$ cat config.mk
export PLATFORM = sky130hd
export DESIGN_NAME = alu_daa_pipe_flat
export DESIGN_NICKNAME = d
export VERILOG_FILES = /design/src/rtl/alu_daa_pipe_pkg.sv /design/src/rtl/alu_daa_pipe_if.sv /design/src/rtl/alu_daa_pipe_decimal_adjust.sv /design/src/rtl/alu_daa_pipe.sv /design/src/flat_wrapper.sv
export SDC_FILE = /design/constraint.sdc
export NUM_CORES = 1
export LEC_CHECK = 0
export CORE_ASPECT_RATIO = 1.25
export CORE_MARGIN = 2
export CORE_UTILIZATION = 24
export DETAILED_ROUTE_END_ITERATION = 7
export HOLD_SLACK_MARGIN = 0.02
export PLACE_DENSITY = 0.54
export SLEW_MARGIN = 20
export SYNTH_ARGS = -nofsm -noshare
export SYNTH_HDL_FRONTEND = slang
export SYNTH_SLANG_ARGS = --single-unit
export TNS_END_PERCENT = 5
$ cat constraint.sdc
create_clock -name CLK -period 1.6 [get_ports CLK]
set_clock_uncertainty 0.1 [all_clocks]
set_input_delay 0.16 -clock CLK [delete_from_list [all_inputs] [get_ports CLK]]
set_output_delay 0.16 -clock CLK [all_outputs]
set_load 0.02 [all_outputs]
$ cat src/rtl/alu_daa_pipe_pkg.sv
// Shared constants for the two-stage 6502 ALU / decimal-adjust pipeline.
package alu_pkg;

    localparam int ALU_OP_W = 3;

    localparam logic [ALU_OP_W-1:0] ALU_OP_SUM = 3'd0;
    localparam logic [ALU_OP_W-1:0] ALU_OP_AND = 3'd1;
    localparam logic [ALU_OP_W-1:0] ALU_OP_EOR = 3'd2;
    localparam logic [ALU_OP_W-1:0] ALU_OP_OR  = 3'd3;
    localparam logic [ALU_OP_W-1:0] ALU_OP_SR  = 3'd4;

    localparam logic [7:0] BCD_ADJ_LO = 8'h06;
    localparam logic [7:0] BCD_ADJ_HI = 8'h60;

endpackage

$ cat src/rtl/alu_daa_pipe_if.sv
// Operand/result bundle between the datapath registers and alu_daa_pipe.
interface alu_daa_pipe_if;
    import alu_pkg::*;

    logic                START;
    logic [ALU_OP_W-1:0] OP;
    logic [7:0]          AI_DATA;
    logic [7:0]          BI_DATA;
    logic                CARRY_IN;
    logic                DAA;
    logic                DSA;
    logic [7:0]          ALU_DATA;
    logic                ACR;
    logic                AVR;
    logic                HC;
    logic                ADD_VALID;
    logic [7:0]          DAA_DATA;
    logic                DAA_CARRY;
    logic                DAA_VALID;

    modport master (
        output START, OP, AI_DATA, BI_DATA, CARRY_IN, DAA, DSA,
        input  ALU_DATA, ACR, AVR, HC, ADD_VALID, DAA_DATA, DAA_CARRY, DAA_VALID
    );

    modport slave (
        input  START, OP, AI_DATA, BI_DATA, CARRY_IN, DAA, DSA,
        output ALU_DATA, ACR, AVR, HC, ADD_VALID, DAA_DATA, DAA_CARRY, DAA_VALID
    );

endinterface

$ cat src/rtl/alu_daa_pipe_decimal_adjust.sv
// Combinational BCD corrector for stage 2; only built when ALU_DECIMAL_EN is defined.
`ifdef ALU_DECIMAL_EN
module alu_decimal_adjust
    import alu_pkg::*;
(
    input  logic [7:0] r,
    input  logic       hc,
    input  logic       acr,
    input  logic       daa,
    input  logic       dsa,
    output logic [7:0] adj_data,
    output logic       adj_carry
);

    always_comb begin
        adj_data  = r;
        adj_carry = acr;
        if (daa) begin
            if (hc || (r[3:0] > 4'd9)) adj_data = adj_data + BCD_ADJ_LO;
            if (acr || (r > 8'h99))    adj_data = adj_data + BCD_ADJ_HI;
            adj_carry = acr || (r > 8'h99);
        end else if (dsa) begin
            // A cleared carry is a borrow out of that nibble.
            if (!hc)  adj_data = adj_data - BCD_ADJ_LO;
            if (!acr) adj_data = adj_data - BCD_ADJ_HI;
        end
    end

endmodule
`endif

$ cat src/rtl/alu_daa_pipe.sv
// Two-stage ALU: stage 1 binary result and flags, stage 2 decimal adjust.
// Macro ALU_DECIMAL_EN enables the BCD corrector; otherwise stage 2 is a plain register.
module alu_daa_pipe
    import alu_pkg::*;
(
    input  logic          CLK,
    input  logic          RST_N,
    alu_daa_pipe_if.slave bus
);

    logic [7:0] alu_data_q, alu_data_d;
    logic       acr_q, acr_d;
    logic       avr_q, avr_d;
    logic       hc_q, hc_d;
    logic       add_valid_q, add_valid_d;
    logic       dec_add_q, dec_add_d;
    logic       dec_sub_q, dec_sub_d;
    logic [7:0] daa_data_q, daa_data_d;
    logic       daa_carry_q, daa_carry_d;
    logic       daa_valid_q, daa_valid_d;

    logic [8:0] sum9;
    logic [4:0] sum_lo;
    logic [7:0] adj_data;
    logic       adj_carry;

    always_comb begin
        sum9   = {1'b0, bus.AI_DATA} + {1'b0, bus.BI_DATA} + {8'd0, bus.CARRY_IN};
        sum_lo = {1'b0, bus.AI_DATA[3:0]} + {1'b0, bus.BI_DATA[3:0]} + {4'd0, bus.CARRY_IN};

        alu_data_d  = alu_data_q;
        acr_d       = acr_q;
        avr_d       = avr_q;
        hc_d        = hc_q;
        dec_add_d   = dec_add_q;
        dec_sub_d   = dec_sub_q;
        add_valid_d = bus.START;

        if (bus.START) begin
            alu_data_d = 8'h00;
            acr_d      = 1'b0;
            avr_d      = 1'b0;
            hc_d       = 1'b0;
            dec_add_d  = 1'b0;
            dec_sub_d  = 1'b0;
            case (bus.OP)
                ALU_OP_SUM: begin
                    alu_data_d = sum9[7:0];
                    acr_d      = sum9[8];
                    hc_d       = sum_lo[4];
                    avr_d      = (bus.AI_DATA[7] == bus.BI_DATA[7]) &&
                                 (sum9[7] != bus.AI_DATA[7]);
                    // Add adjust takes priority if both requests arrive together.
                    dec_add_d  = bus.DAA;
                    dec_sub_d  = bus.DSA && !bus.DAA;
                end
                ALU_OP_AND: alu_data_d = bus.AI_DATA & bus.BI_DATA;
                ALU_OP_EOR: alu_data_d = bus.AI_DATA ^ bus.BI_DATA;
                ALU_OP_OR:  alu_data_d = bus.AI_DATA | bus.BI_DATA;
                ALU_OP_SR: begin
                    alu_data_d = {bus.CARRY_IN, bus.AI_DATA[7:1]};
                    acr_d      = bus.AI_DATA[0];
                end
                default: ;
            endcase
        end
    end

`ifdef ALU_DECIMAL_EN
    alu_decimal_adjust u_adj (
        .r         (alu_data_q),
        .hc        (hc_q),
        .acr       (acr_q),
        .daa       (dec_add_q),
        .dsa       (dec_sub_q),
        .adj_data  (adj_data),
        .adj_carry (adj_carry)
    );
`else
    logic unused_dec_flags;
    assign unused_dec_flags = dec_add_q ^ dec_sub_q;
    assign adj_data         = alu_data_q;
    assign adj_carry        = acr_q;
`endif

    always_comb begin
        daa_data_d  = daa_data_q;
        daa_carry_d = daa_carry_q;
        daa_valid_d = add_valid_q;
        if (add_valid_q) begin
            daa_data_d  = adj_data;
            daa_carry_d = adj_carry;
        end
    end

    always_ff @(posedge CLK or negedge RST_N) begin
        if (!RST_N) begin
            alu_data_q  <= 8'h00;
            acr_q       <= 1'b0;
            avr_q       <= 1'b0;
            hc_q        <= 1'b0;
            add_valid_q <= 1'b0;
            dec_add_q   <= 1'b0;
            dec_sub_q   <= 1'b0;
            daa_data_q  <= 8'h00;
            daa_carry_q <= 1'b0;
            daa_valid_q <= 1'b0;
        end else begin
            alu_data_q  <= alu_data_d;
            acr_q       <= acr_d;
            avr_q       <= avr_d;
            hc_q        <= hc_d;
            add_valid_q <= add_valid_d;
            dec_add_q   <= dec_add_d;
            dec_sub_q   <= dec_sub_d;
            daa_data_q  <= daa_data_d;
            daa_carry_q <= daa_carry_d;
            daa_valid_q <= daa_valid_d;
        end
    end

    assign bus.ALU_DATA  = alu_data_q;
    assign bus.ACR       = acr_q;
    assign bus.AVR       = avr_q;
    assign bus.HC        = hc_q;
    assign bus.ADD_VALID = add_valid_q;
    assign bus.DAA_DATA  = daa_data_q;
    assign bus.DAA_CARRY = daa_carry_q;
    assign bus.DAA_VALID = daa_valid_q;

endmodule

$ cat src/flat_wrapper.sv
// flat-port wrapper written by rule: the top's interface ports become plain ports
module alu_daa_pipe_flat import alu_pkg::*;
  (CLK, RST_N, bus_START, bus_OP, bus_AI_DATA, bus_BI_DATA, bus_CARRY_IN, bus_DAA, bus_DSA, bus_ALU_DATA, bus_ACR, bus_AVR, bus_HC, bus_ADD_VALID, bus_DAA_DATA, bus_DAA_CARRY, bus_DAA_VALID);
  alu_daa_pipe_if bus_i ();
  input  logic CLK;
  input  logic RST_N;
  input wire logic [$bits(bus_i.START)-1:0] bus_START;
  input wire logic [$bits(bus_i.OP)-1:0] bus_OP;
  input wire logic [$bits(bus_i.AI_DATA)-1:0] bus_AI_DATA;
  input wire logic [$bits(bus_i.BI_DATA)-1:0] bus_BI_DATA;
  input wire logic [$bits(bus_i.CARRY_IN)-1:0] bus_CARRY_IN;
  input wire logic [$bits(bus_i.DAA)-1:0] bus_DAA;
  input wire logic [$bits(bus_i.DSA)-1:0] bus_DSA;
  output wire logic [$bits(bus_i.ALU_DATA)-1:0] bus_ALU_DATA;
  output wire logic [$bits(bus_i.ACR)-1:0] bus_ACR;
  output wire logic [$bits(bus_i.AVR)-1:0] bus_AVR;
  output wire logic [$bits(bus_i.HC)-1:0] bus_HC;
  output wire logic [$bits(bus_i.ADD_VALID)-1:0] bus_ADD_VALID;
  output wire logic [$bits(bus_i.DAA_DATA)-1:0] bus_DAA_DATA;
  output wire logic [$bits(bus_i.DAA_CARRY)-1:0] bus_DAA_CARRY;
  output wire logic [$bits(bus_i.DAA_VALID)-1:0] bus_DAA_VALID;
  assign bus_i.START = bus_START;
  assign bus_i.OP = bus_OP;
  assign bus_i.AI_DATA = bus_AI_DATA;
  assign bus_i.BI_DATA = bus_BI_DATA;
  assign bus_i.CARRY_IN = bus_CARRY_IN;
  assign bus_i.DAA = bus_DAA;
  assign bus_i.DSA = bus_DSA;
  assign bus_ALU_DATA = bus_i.ALU_DATA;
  assign bus_ACR = bus_i.ACR;
  assign bus_AVR = bus_i.AVR;
  assign bus_HC = bus_i.HC;
  assign bus_ADD_VALID = bus_i.ADD_VALID;
  assign bus_DAA_DATA = bus_i.DAA_DATA;
  assign bus_DAA_CARRY = bus_i.DAA_CARRY;
  assign bus_DAA_VALID = bus_i.DAA_VALID;
  alu_daa_pipe u_core (.CLK(CLK), .RST_N(RST_N), .bus(bus_i));
endmodule
Yosys cells after proc, flatten, opt, wreduce, memory -nomap -nowiden:

Cells that the tools add are included.

* latch bits: 0
* logic and storage cells: 27
* memories kept: 0
* register bits after elaboration: 22
* input bits: 25
* output and inout bits: 22
* ROM bits: 0
* memory bits (writable): 0

* mux-type cells: 4
* eq/ne operators: 6
* $lt $le $gt $ge: 0
* divide/modulo/power cells: 0
* reductions and logical operators: 2
* multiply operators: 0
* shifts and indexed selects: 0
* bitwise logic cells: 3
* add/sub/neg operators: 4

Operators with widths (count)
* one-hot mux 8 bit (5 select lines): 1
* adder 8 x 8 -> 9 bit: 1
* adder 9 x 1 -> 9 bit: 1
* bitwise AND 8 bit: 1
* OR 8 bit: 1
* bitwise XOR 8 bit: 1
* equality test 3 x 2 -> 1 bit (second input constant): 2
* adder 4 x 4 -> 5 bit: 1
* adder 5 x 1 -> 5 bit: 1
* equality test 3 x 1 -> 1 bit (second input constant): 1
* equality test 3 bit (second input constant): 1
* zero test 3 bit: 1
* 2-to-1 mux 1 bit: 2
* one-hot mux 1 bit (2 select lines): 1
* equality test 1 bit: 1
* logical AND 1 bit: 1
* inequality test 1 bit: 1

Depth between registers and ports, before layout:

Gate-level depths: netlist of the first run.

* depth after elaboration: 5
* mapped depth: 9
* depth with buffers taken out: 9

Worst setup path after synthesis of the first run:

OpenSTA, ideal clock, no wires.

* path type: input to register
* start point: in bus_AI_DATA[0]
* end point: reg u_core.acr_q (netlist: u_core.bus.ACR)
* required time: 1374 ps
* path slack: -227 ps
* setup time: 126 ps
* stages on the path: 9
* arrival time: 1601 ps
* path buffers: 0
* cells stage by stage: inv_1 fa_1 inv_1 fa_1 a211oi_1 o21ai_0 and3_2 o21ai_0 a21oi_1

* longest elaborated chain between the ends: 3

Ends and longest elaborated chain
* start: declaration: RTL line flat_wrapper.sv:9 `input wire logic [$bits(bus_i.AI_DATA)-1:0] bus_AI_DATA;`
* adder 8 x 8 -> 9 bit: RTL line alu_daa_pipe.sv:28 `sum9 = {1'b0, bus.AI_DATA} + {1'b0, bus.BI_DATA} + {8'd0, bus.CARRY_IN};`
* adder 9 x 1 -> 9 bit: RTL line alu_daa_pipe.sv:28
* one-hot mux 1 bit (2 select lines) (*): RTL line alu_daa_pipe.sv:46 `case (bus.OP)`
* end signal: assignment: RTL line alu_daa_pipe.sv:110 `acr_q <= acr_d;`
* end: declaration: RTL line alu_daa_pipe.sv:12 `logic acr_q, acr_d;`

Every way passes the cells marked *; elsewhere a longest branch is shown, timed or not.
A chain may end at the register's enable or synchronous reset.

Worst setup path after layout of the first run:

* start point: in bus_BI_DATA[2]
* end point: reg u_core.alu_data_q[7] (netlist: u_core.bus.ALU_DATA[7])

* longest elaborated chain between the ends: 3

Ends and longest elaborated chain
* start: declaration: RTL line flat_wrapper.sv:10 `input wire logic [$bits(bus_i.BI_DATA)-1:0] bus_BI_DATA;`
* adder 8 x 8 -> 9 bit: RTL line alu_daa_pipe.sv:28
* adder 9 x 1 -> 9 bit: RTL line alu_daa_pipe.sv:28
* one-hot mux 8 bit (5 select lines): RTL line alu_daa_pipe.sv:46
* end signal: assignment: RTL line alu_daa_pipe.sv:109 `alu_data_q <= alu_data_d;`
* end: declaration: RTL line alu_daa_pipe.sv:11 `logic [7:0] alu_data_q, alu_data_d;`

No other way between the ends.

==> flow_metrics.tcl, run 1 <==
set metrics [dict create \
    status "finished, final reports clean" \
    synth_ff_type "sky130_fd_sc_hd__dfrtp_1" \
    crit_path_start_kind "input port" \
    async_reset_ff_share_pct 100 \
    port_buffers 44 \
    worst_min_path_class "input port to async pin" \
    avgViaCountPerCell 4.61 \
    timing.final.setup_violations 0 \
    synth-edff-count 0 \
    layout_common_cells "sky130_fd_sc_hd__buf_4 (53), sky130_fd_sc_hd__clkdlybuf4s50_1 (27), sky130_fd_sc_hd__dfrtp_1 (22)" \
    vias_after_detailed_routing 1679 \
    max_ir_drop_vdd_mv 0.297 \
    fmax_mhz 634 \
    cts_sinks 22 \
    totalNegativeSetupSlack_ns 0 \
    rrSetupSlack_ns 0.51 \
    post_synth_inst_count 180 \
    critical_path_peak_fanout 3 \
    synth_seq_cells 22 \
    path_class "input port to register" \
    finalNetCount 321 \
    crit_path_start "bus_BI_DATA[2]" \
    finish.instance_area_um2 2860 \
    clkTransAtPathRegs_ns 0.08 \
    timing.critical_path.to_type "register" \
    placed_cell_area_um2 2580 \
    wire_length_of_the_first_global_routing_pass_um 7780 \
    critical_path.reg2reg.endpoint "u_core.bus.DAA_DATA[1]" \
    post_route_cells_drive_above_1_share_pct 43.0 \
    postSynthNetCount 223 \
    yosys.cell_types.count 40 \
    htreeDepth 1 \
    hpwlAfterDp_um 3710 \
    cts_buffer_depth 2 \
    layout.filler_cells 640 \
    relSlewSlack_pct 78.3 \
    ioPinCount 47 \
    die_h_um 96.2 \
    cts_tree "done" \
    antenna_found_initial 0 \
    diodes 0 \
    number_of_warnings_issued_by_yosys 0 \
    grt_use_met1_pct 15.7 \
    synthDominantAreaCellType "sky130_fd_sc_hd__dfrtp_1" \
    critPathMaxStageDelay_ns 0.36 \
    initial_core_util_pct 24.9 \
    track_usage_pct 13.0 \
    globalRouteMet2Util_pct 23.2 \
    regToRegStartpoint "u_core.bus.ADD_VALID" \
    area_delta_synth_final_pct 75.2 \
    seq_area_frac_synth_pct 33.7 \
    grt.busiest_layer "met2" \
    post-route-drc-count 0 \
    slowest_stage "sky130_fd_sc_hd__o41ai_4" \
    maxCapViolations 0 \
    place.gp.congestion 0.848 \
    syn-cell-area_um2 1630 \
    drt_iter0_markers 55 \
    whs_ns 0.139 \
    clock_tree.root_cell "sky130_fd_sc_hd__clkbuf_8" \
    timing.critical_path.required_ns 1.65 \
    arrival_time_at_the_worst_endpoint_ns 1.63 \
    final_period_minus_worst_setup_slack_ns 1.58 \
    placeableCoreArea_um2 6570 \
    synthesis.area_per_instance_um2 9.07 \
    multi_input_comb_area_um2 1160 \
    hold_viol_final 0 \
    crit_chain "clkdlybuf4s15_1, buf_6, ha_4, o21ai_4, a21oi_4, o41ai_4, buf_4, xor2_1, o21ai_1" \
    timing.critical_path.to "u_core.bus.ALU_DATA[7]" \
    p_leak_nw 1.26 \
    first_global_vias 1681 \
    layout_commonest_cell "sky130_fd_sc_hd__buf_4" \
    synth_top_area_share_pct 33.7 \
    drt_pre_antenna_iters 4 \
    post_drt_wl_per_cell_um 12.9 \
    gr-total-overflow 0 \
    cts_made_buffers 3 \
    synth_top_cells_by_area "sky130_fd_sc_hd__dfrtp_1 (34%), sky130_fd_sc_hd__ha_1 (12%), sky130_fd_sc_hd__mux2_2 (6.9%)" \
    row_count 33 \
    worstSkewPairLatency_ns 0.26 \
    layout_worst_path_cycle_share_pct 98.5 \
    grt_setup_unrepaired "yes" \
    largest_net_degree_at_the_start_of_global_routing 23 \
    maxSlewViolCount 0 \
    p_per_area_nw_per_um2 700 \
    die_w_um 77.8 \
    worst-slew-pin-transition_ns 0.324 \
    area.sequential_um2 551 \
    drtAntennaViolNets 0 \
    totalWireLength_um 4680 \
    dieArea_um2 7480 \
    worstRegToRegCells 2 \
    grt.met3_usage_pct 1.50 \
]
## kinds of logic (layout without fill, tap and decap cells)
logic type | after synthesis | after routing | synth area share (%)
xor+xnor | 3 | 3 | 1.61
mux | 11 | 11 | 7.51
flops | 22 | 22 | 33.7
compound gates | 56 | 56 | 23.2
buf+inv | 31 | 128 | 7.36
fa+ha+maj | 18 | 18 | 14.7
simple gates | 39 | 39 | 11.9
## stage by stage
step	instances	setup slack, ns	utilization, %	power (mW)
after floorplan	180	-0.0512	-	1.03
final	364	0.0239	43.6	2.00
after CTS	365	-0.0231	43.4	2.00
after global routing	364	-0.0216	43.6	2.13
after detailed placement	357	-0.758	39.3	1.43
after global placement	357	-0.727	39.3	1.42
## layout make-up
type | instances | share of cell area (%)
Multi-Input combinational cell | 127 | 40.4
Timing Repair Buffer | 101 | 30.6
Sequential cell | 22 | 19.2
Tap cell | 87 | 3.81
Inverter | 23 | 3.46
Clock buffer | 3 | 1.44
Clock inverter | 1 | 1.05
## what timing repair did
item / CTS / global route
hold buffers: 0 / 0
setup buffers: 5 / 0
setup endpoints to repair: 11 / 9
gates cloned: 0 / 0
gates resized for setup: 73 / 17
pin swaps: 18 / 15
## worst min path at each step
stage,to,slack [ns],cells past startpoint
after detailed placement,u_core.bus.DAA_DATA[2],0.39,1
after global routing,u_core.bus.DAA_DATA[5],0.16,2
after CTS,u_core.bus.DAA_DATA[5],0.16,2
after floorplan,u_core.bus.ACR,-0.24,0
after global placement,u_core.bus.DAA_DATA[4],0.39,1
final,u_core.bus.DAA_DATA[5],0.14,2
## worst max-delay path, delay by kind of cell
kind,cells,cell delay (ns)
AO/OA/AOI/OAI,4,0.66
XOR/XNOR,1,0.12
adder cells (fa/ha/maj),1,0.17
buffers and inverters,3,0.51
## where the power goes
group	internal (mW)	switching [mW]	total, mW
clock network	0.334	0.175	0.509
registers	0.624	0.0432	0.667
logic	0.437	0.390	0.827
## cells in the mapped netlist (2+ instances only)
cell type,instances
sky130_fd_sc_hd__a211oi_1,4
sky130_fd_sc_hd__nor2_1,6
sky130_fd_sc_hd__a21oi_1,8
sky130_fd_sc_hd__inv_1,23
sky130_fd_sc_hd__nor2b_1,6
sky130_fd_sc_hd__nand2b_1,2
sky130_fd_sc_hd__o31ai_1,2
sky130_fd_sc_hd__mux2_2,10
sky130_fd_sc_hd__clkbuf_1,4
sky130_fd_sc_hd__nor3b_1,2
sky130_fd_sc_hd__nor3_1,2
sky130_fd_sc_hd__o21ai_0,15
sky130_fd_sc_hd__nand2_1,13
sky130_fd_sc_hd__a22oi_1,5
sky130_fd_sc_hd__buf_2,3
sky130_fd_sc_hd__xor2_1,2
sky130_fd_sc_hd__a31oi_1,4
sky130_fd_sc_hd__dfrtp_1,22
sky130_fd_sc_hd__nand3_1,4
sky130_fd_sc_hd__o211ai_1,6
sky130_fd_sc_hd__a21o_1,2
sky130_fd_sc_hd__fa_1,2
sky130_fd_sc_hd__ha_1,16
## routing by layer
metal	vias to the layer above	part of all wire, %
met5	-	0
met2	56	51
met4	0	3.3
met3	11	4.0
li1	835	-
met1	777	42
## sequential cells by signal, summed over array words and instances (netlist names)
| signal | count |
|---|---|
| u_core.bus.ALU_DATA | 8 |
| u_core.bus.DAA_DATA | 8 |
| u_core.bus.ACR | 1 |
| u_core.bus.ADD_VALID | 1 |
| u_core.bus.AVR | 1 |
| u_core.bus.DAA_CARRY | 1 |
| u_core.bus.DAA_VALID | 1 |
| u_core.bus.HC | 1 |
No activity file was read; power rests on OpenSTA's default activity.
==> run 2: changes to the inputs <==
==> constraint.sdc (replaced) <==
create_clock -name CLK -period 1.9 [get_ports CLK]
set_clock_uncertainty 0.1 [all_clocks]
set_input_delay 0.19 -clock CLK [delete_from_list [all_inputs] [get_ports CLK]]
set_output_delay 0.19 -clock CLK [all_outputs]
set_load 0.02 [all_outputs]
==> run 2 against run 1 <==
Global-route usage is 1.4 points lower; total power decreased by 27%; register-to-register slack better by 0.30 ns; sequential cell count stayed put; clock power decreased by 45%; hold slack improved by 0.028 ns; sequential share of layout area increased by 1.9 points; largest power group unchanged; first-iteration DRC count down 22%.
==> flow_metrics.tcl, run 2 (synthesis results as in run 1) <==
set metrics [dict create \
    status "finished, final reports clean" \
    totalWireLength_um 4330 \
    design_power_total_mw 1.47 \
    layout_worst_path_cycle_share_pct 95.8 \
    clock_tree.root_cell "sky130_fd_sc_hd__clkbuf_8" \
    worst_min_path_class "input port to async pin" \
    layout_common_cells "sky130_fd_sc_hd__buf_4 (44), sky130_fd_sc_hd__clkdlybuf4s50_1 (32), sky130_fd_sc_hd__dfrtp_1 (22)" \
    track_usage_pct 11.6 \
    initial_core_util_pct 24.9 \
    critical_path.reg2reg.endpoint "u_core.bus.DAA_DATA[0]" \
    drtAntennaViolNets 0 \
    rrSetupSlack_ns 0.81 \
    timing.critical_path.required_ns 1.94 \
    port_buffers 44 \
    cts_sinks 22 \
    diodes 0 \
    maxCapViolations 0 \
    cts_tree "done" \
    timing.critical_path.to_type "register" \
    antenna_found_initial 0 \
    layout_commonest_cell "sky130_fd_sc_hd__buf_4" \
    route.met3.wl_um 111 \
    hold_viol_final 0 \
    place.gp.congestion 0.870 \
    timing.final.setup_violations 0 \
    worst-slew-pin-transition_ns 0.513 \
    p_leak_nw 1.21 \
    placeableCoreArea_um2 6570 \
    drt_iter0_markers 43 \
    post-route-drc-count 0 \
    highest_layer "met4" \
    hpwlAfterDp_um 3630 \
    final_period_minus_worst_setup_slack_ns 1.82 \
    area_delta_synth_final_pct 59.7 \
    post_route_cells_drive_above_1_share_pct 31.6 \
    grt_setup_unrepaired "yes" \
    arrival_time_at_the_worst_endpoint_ns 1.86 \
    max_ir_drop_vdd_mv 0.235 \
    area.sequential_um2 551 \
    wire_length_of_the_first_global_routing_pass_um 6840 \
    fin_cells 350 \
    die_w_um 77.8 \
    dieArea_um2 7480 \
    wire_length_the_detailed_router_placed_on_met1_um 1890 \
    numPlacedInstances 344 \
    first_global_vias 1465 \
    die_h_um 96.2 \
    critical_path_peak_fanout 3 \
    post_drt_wl_per_cell_um 12.4 \
    ioPinCount 47 \
    cts_made_buffers 3 \
    largest_net_degree_at_the_start_of_global_routing 23 \
    row_count 33 \
    regToRegStartpoint "u_core.bus.ADD_VALID" \
    met2RoutedLength_um 2280 \
    avgViaCountPerCell 4.48 \
    multi_input_comb_area_um2 1040 \
    htreeDepth 1 \
    relSlewSlack_pct 64.9 \
    worstRegToRegCells 2 \
    p_per_area_nw_per_um2 562 \
    vias_after_detailed_routing 1569 \
    finalNetCount 308 \
    maxSlewViolCount 0 \
    gr-total-overflow 0 \
    clkTransAtPathRegs_ns 0.07 \
    worstSkewPairLatency_ns 0.26 \
    path_class "input port to register" \
    crit_path_start_kind "input port" \
    drt_pre_antenna_iters 4 \
    cts_buffer_depth 2 \
    layout.filler_cells 659 \
    whs_ns 0.167 \
    fmax_mhz 549 \
]
[run 2: timing repair]
| item | CTS | global route |
|---|---|---|
| hold buffers | 0 | 0 |
| gates resized for setup | 16 | 26 |
| buffers inserted | 0 | 3 |
| endpoints found under the setup margin | 10 | 6 |
| pin swaps | 8 | 14 |
[run 2: power by group]
group	internal [mW]	switching [mW]
clock	0.141	0.136
sequential	0.525	0.0357
combinational	0.330	0.298
total	0.996	0.470
[run 2: how the worst max path moves through the flow]
stage                   start                endpoint  cells past startpoint
2_1_floorplan  bus_AI_DATA[0]          u_core.bus.ACR                      9
3_3_place_gp   bus_BI_DATA[0]          u_core.bus.ACR                     10
3_5_place_dp   bus_BI_DATA[0]          u_core.bus.ACR                     10
4_1_cts        bus_BI_DATA[2]          u_core.bus.AVR                      9
5_1_grt          bus_CARRY_IN  u_core.bus.ALU_DATA[6]                     10
6_report       bus_AI_DATA[5]  u_core.bus.ALU_DATA[7]                      8
[run 2: through the flow]
stage / utilization, % / cell area (µm²) / setup TNS [ns] / setup slack, ns
6_report: 39.7 / 2610 / 0 / 0.0792
5_1_grt: 39.7 / 2610 / -0.0283 / -0.0283
4_1_cts: 38.3 / 2520 / -0.0231 / -0.0231
3_5_place_dp: 37.4 / 2460 / -4.74 / -0.626
3_3_place_gp: 37.4 / 2460 / -4.48 / -0.581
2_1_floorplan: - / 1630 / 0 / 0.0431
[run 2: area by class of cell]
cell class,instances,share of cell area (%)
Multi-Input combinational cell,127,40.1
Sequential cell,22,21.1
Tap cell,87,4.17
Inverter,23,3.31
Clock buffer,3,1.58
Timing Repair Buffer,88,29.8
[run 2: routing by layer]
metal	vias up	global-route usage [%]
li1	802	-
met1	727	14.0
met2	38	21.1
met3	2	1.22
met4	0	4.91
met5	-	0
[run 2: worst max-delay path, cell delays in order]
cell                              delay, ns
sky130_fd_sc_hd__clkdlybuf4s50_1       0.46
sky130_fd_sc_hd__ha_1                  0.21
sky130_fd_sc_hd__a21o_1                0.19
sky130_fd_sc_hd__buf_4                 0.14
sky130_fd_sc_hd__o41ai_4               0.30
sky130_fd_sc_hd__buf_4                 0.18
sky130_fd_sc_hd__xor2_1                0.12
sky130_fd_sc_hd__o21ai_1               0.07
==> run 3: changes to the inputs <==
--- a/config.mk
+++ b/config.mk
@@ -5,7 +5,6 @@
 export SDC_FILE = /design/constraint.sdc
 export NUM_CORES = 1
 export LEC_CHECK = 0
-export CORE_ASPECT_RATIO = 1.25
 export CORE_MARGIN = 2
 export CORE_UTILIZATION = 24
 export DETAILED_ROUTE_END_ITERATION = 7
==> run 3 against run 2 <==
Core utilization decreased by 0.71 points; highest routed layer unchanged; critical path depth unchanged; critical endpoint is now u_core.bus.AVR; largest power group unchanged; die area about the same.
==> flow_metrics.tcl, run 3 (synthesis results as in run 1) <==
set metrics [dict create \
    totalWireLength_um 4430 \
    p_per_area_nw_per_um2 565 \
    drtAntennaViolNets 0 \
    die_h_um 86.5 \
    area_delta_synth_final_pct 59.6 \
    grt_setup_unrepaired "no" \
    post-route-worst-setup-slack_ns 0.0797 \
    path_class "input port to register" \
    wire_length_of_the_first_global_routing_pass_um 7590 \
    initial_core_util_pct 24.4 \
    cts_made_buffers 3 \
    design_power_total_mw 1.47 \
    critical_path_peak_fanout 3 \
    timing.final.setup_violations 0 \
    timing.critical_path.required_ns 1.97 \
    track_usage_pct 12.6 \
    cts_sinks 22 \
    post-route-drc-count 0 \
    totalNegativeSetupSlack_ns 0 \
    cts-hold-fix-buffers 0 \
    gr-total-overflow 0 \
    drt_iter0_markers 48 \
    status "finished, final reports clean" \
    layout_worst_path_cycle_share_pct 95.8 \
    worstSkewPairLatency_ns 0.25 \
    max_ir_drop_vdd_mv 0.200 \
    maxSlewViolCount 0 \
    post_drt_wl_per_cell_um 12.7 \
    drt_pre_antenna_iters 4 \
    crit_path_start_kind "input port" \
    cts_buffer_depth 2 \
    maxCapViolations 0 \
    worst-slew-pin-transition_ns 0.608 \
    whs_ns 0.179 \
    place.gp.congestion 0.876 \
    finalNetCount 313 \
    clock_tree.root_cell "sky130_fd_sc_hd__clkbuf_8" \
    placeableCoreArea_um2 6680 \
    htreeDepth 1 \
    relSlewSlack_pct 58.4 \
    dieArea_um2 7480 \
    largest_net_degree_at_the_start_of_global_routing 23 \
    antenna_found_initial 0 \
    hpwlAfterDp_um 3760 \
    post_route_cells_drive_above_1_share_pct 32.1 \
    cts_tree "done" \
    die_w_um 86.5 \
    port_buffers 44 \
    placed_cell_area_um2 2480 \
    clkTransAtPathRegs_ns 0.07 \
    diodes 0 \
    ioPinCount 47 \
    layout_common_cells "sky130_fd_sc_hd__buf_4 (49), sky130_fd_sc_hd__clkdlybuf4s50_1 (33), sky130_fd_sc_hd__dfrtp_1 (22)" \
    avgViaCountPerCell 4.54 \
    row_count 30 \
    arrival_time_at_the_worst_endpoint_ns 1.89 \
    vias_after_detailed_routing 1581 \
    fmax_mhz 549 \
    hold_viol_final 0 \
    layout_commonest_cell "sky130_fd_sc_hd__buf_4" \
    dpl_worst_slack_ns -0.630 \
    p_leak_nw 1.18 \
    timing.critical_path.to_type "register" \
    final_period_minus_worst_setup_slack_ns 1.82 \
    finish.instance_area_um2 2610 \
    worst_min_path_class "input port to async pin" \
    first_global_vias 1625 \
]
run 3: cell types whose count changed in the layout (fill, tap and decap cells not counted), moves of 2 or more:
| cell | change |
|---|---|
| sky130_fd_sc_hd__dlygate4sd2_1 | +4 |
| sky130_fd_sc_hd__ha_1 | +2 |
| sky130_fd_sc_hd__dlymetal6s2s_1 | -7 |
| sky130_fd_sc_hd__clkdlybuf4s15_1 | +2 |
| sky130_fd_sc_hd__buf_4 | +5 |
run 3: layer usage:
layer  global-route usage [%]  vias to the layer above  wire length (µm)
met5                        0                        -                 0
met4                     5.82                        0               122
met3                    0.857                        6               140
met2                     21.3                       42              2130
met1                     16.5                      724              2040
li1                         -                      809                 -
run 3: worst max-delay path, cell delays in order:
cell,delay [ns]
sky130_fd_sc_hd__clkdlybuf4s50_1,0.45
sky130_fd_sc_hd__ha_1,0.21
sky130_fd_sc_hd__a21o_1,0.22
sky130_fd_sc_hd__buf_4,0.15
sky130_fd_sc_hd__o21bai_2,0.20
sky130_fd_sc_hd__o41ai_4,0.08
sky130_fd_sc_hd__xnor2_1,0.13
sky130_fd_sc_hd__o32ai_2,0.26
run 3: repair_timing:
| action | in CTS | in global routing |
|---|---|---|
| endpoints found under the setup margin | 10 | 4 |
| gates resized for setup | 26 | 14 |
| pin swaps | 14 | 9 |
| setup buffers | 1 | 3 |
run 3: worst paths after layout:
path,to,cells past startpoint,startpoint,slack [ns]
worst min register to register,u_core.bus.DAA_DATA[1],1,u_core.bus.DAA_DATA[1],0.41
min in group CLK,u_core.bus.ALU_DATA[2],4,bus_AI_DATA[3],0.40
worst min-delay path,u_core.bus.DAA_DATA[5],2,RST_N,0.18
worst max register to register,u_core.bus.DAA_CARRY,2,u_core.bus.ADD_VALID,0.79
max in group asynchronous,u_core.bus.DAA_DATA[2],2,RST_N,1.29
worst max-delay path,u_core.bus.AVR,8,bus_AI_DATA[5],0.08
run 3: metrics by stage:
step | instances | utilization, %
2_1_floorplan | 180 | -
3_3_place_gp | 341 | 37.1
3_5_place_dp | 341 | 37.1
4_1_cts | 345 | 38.5
5_1_grt | 348 | 39.0
6_report | 348 | 39.0
run 3: layout make-up:
class                      instances  area, µm²
fill                             680       4080
clock buffer                       3       41.3
inverter                          23       86.3
sequential                        22        551
multi-input combinational        127       1040
timing repair buffer              93        791
tap                               80        100
run 3: power by group:
part | leakage [nW] | switching, mW | internal, mW
clock | 0.0216 | 0.132 | 0.141
combinational | 0.895 | 0.302 | 0.335
sequential | 0.267 | 0.0360 | 0.525
total | 1.18 | 0.470 | 1.00
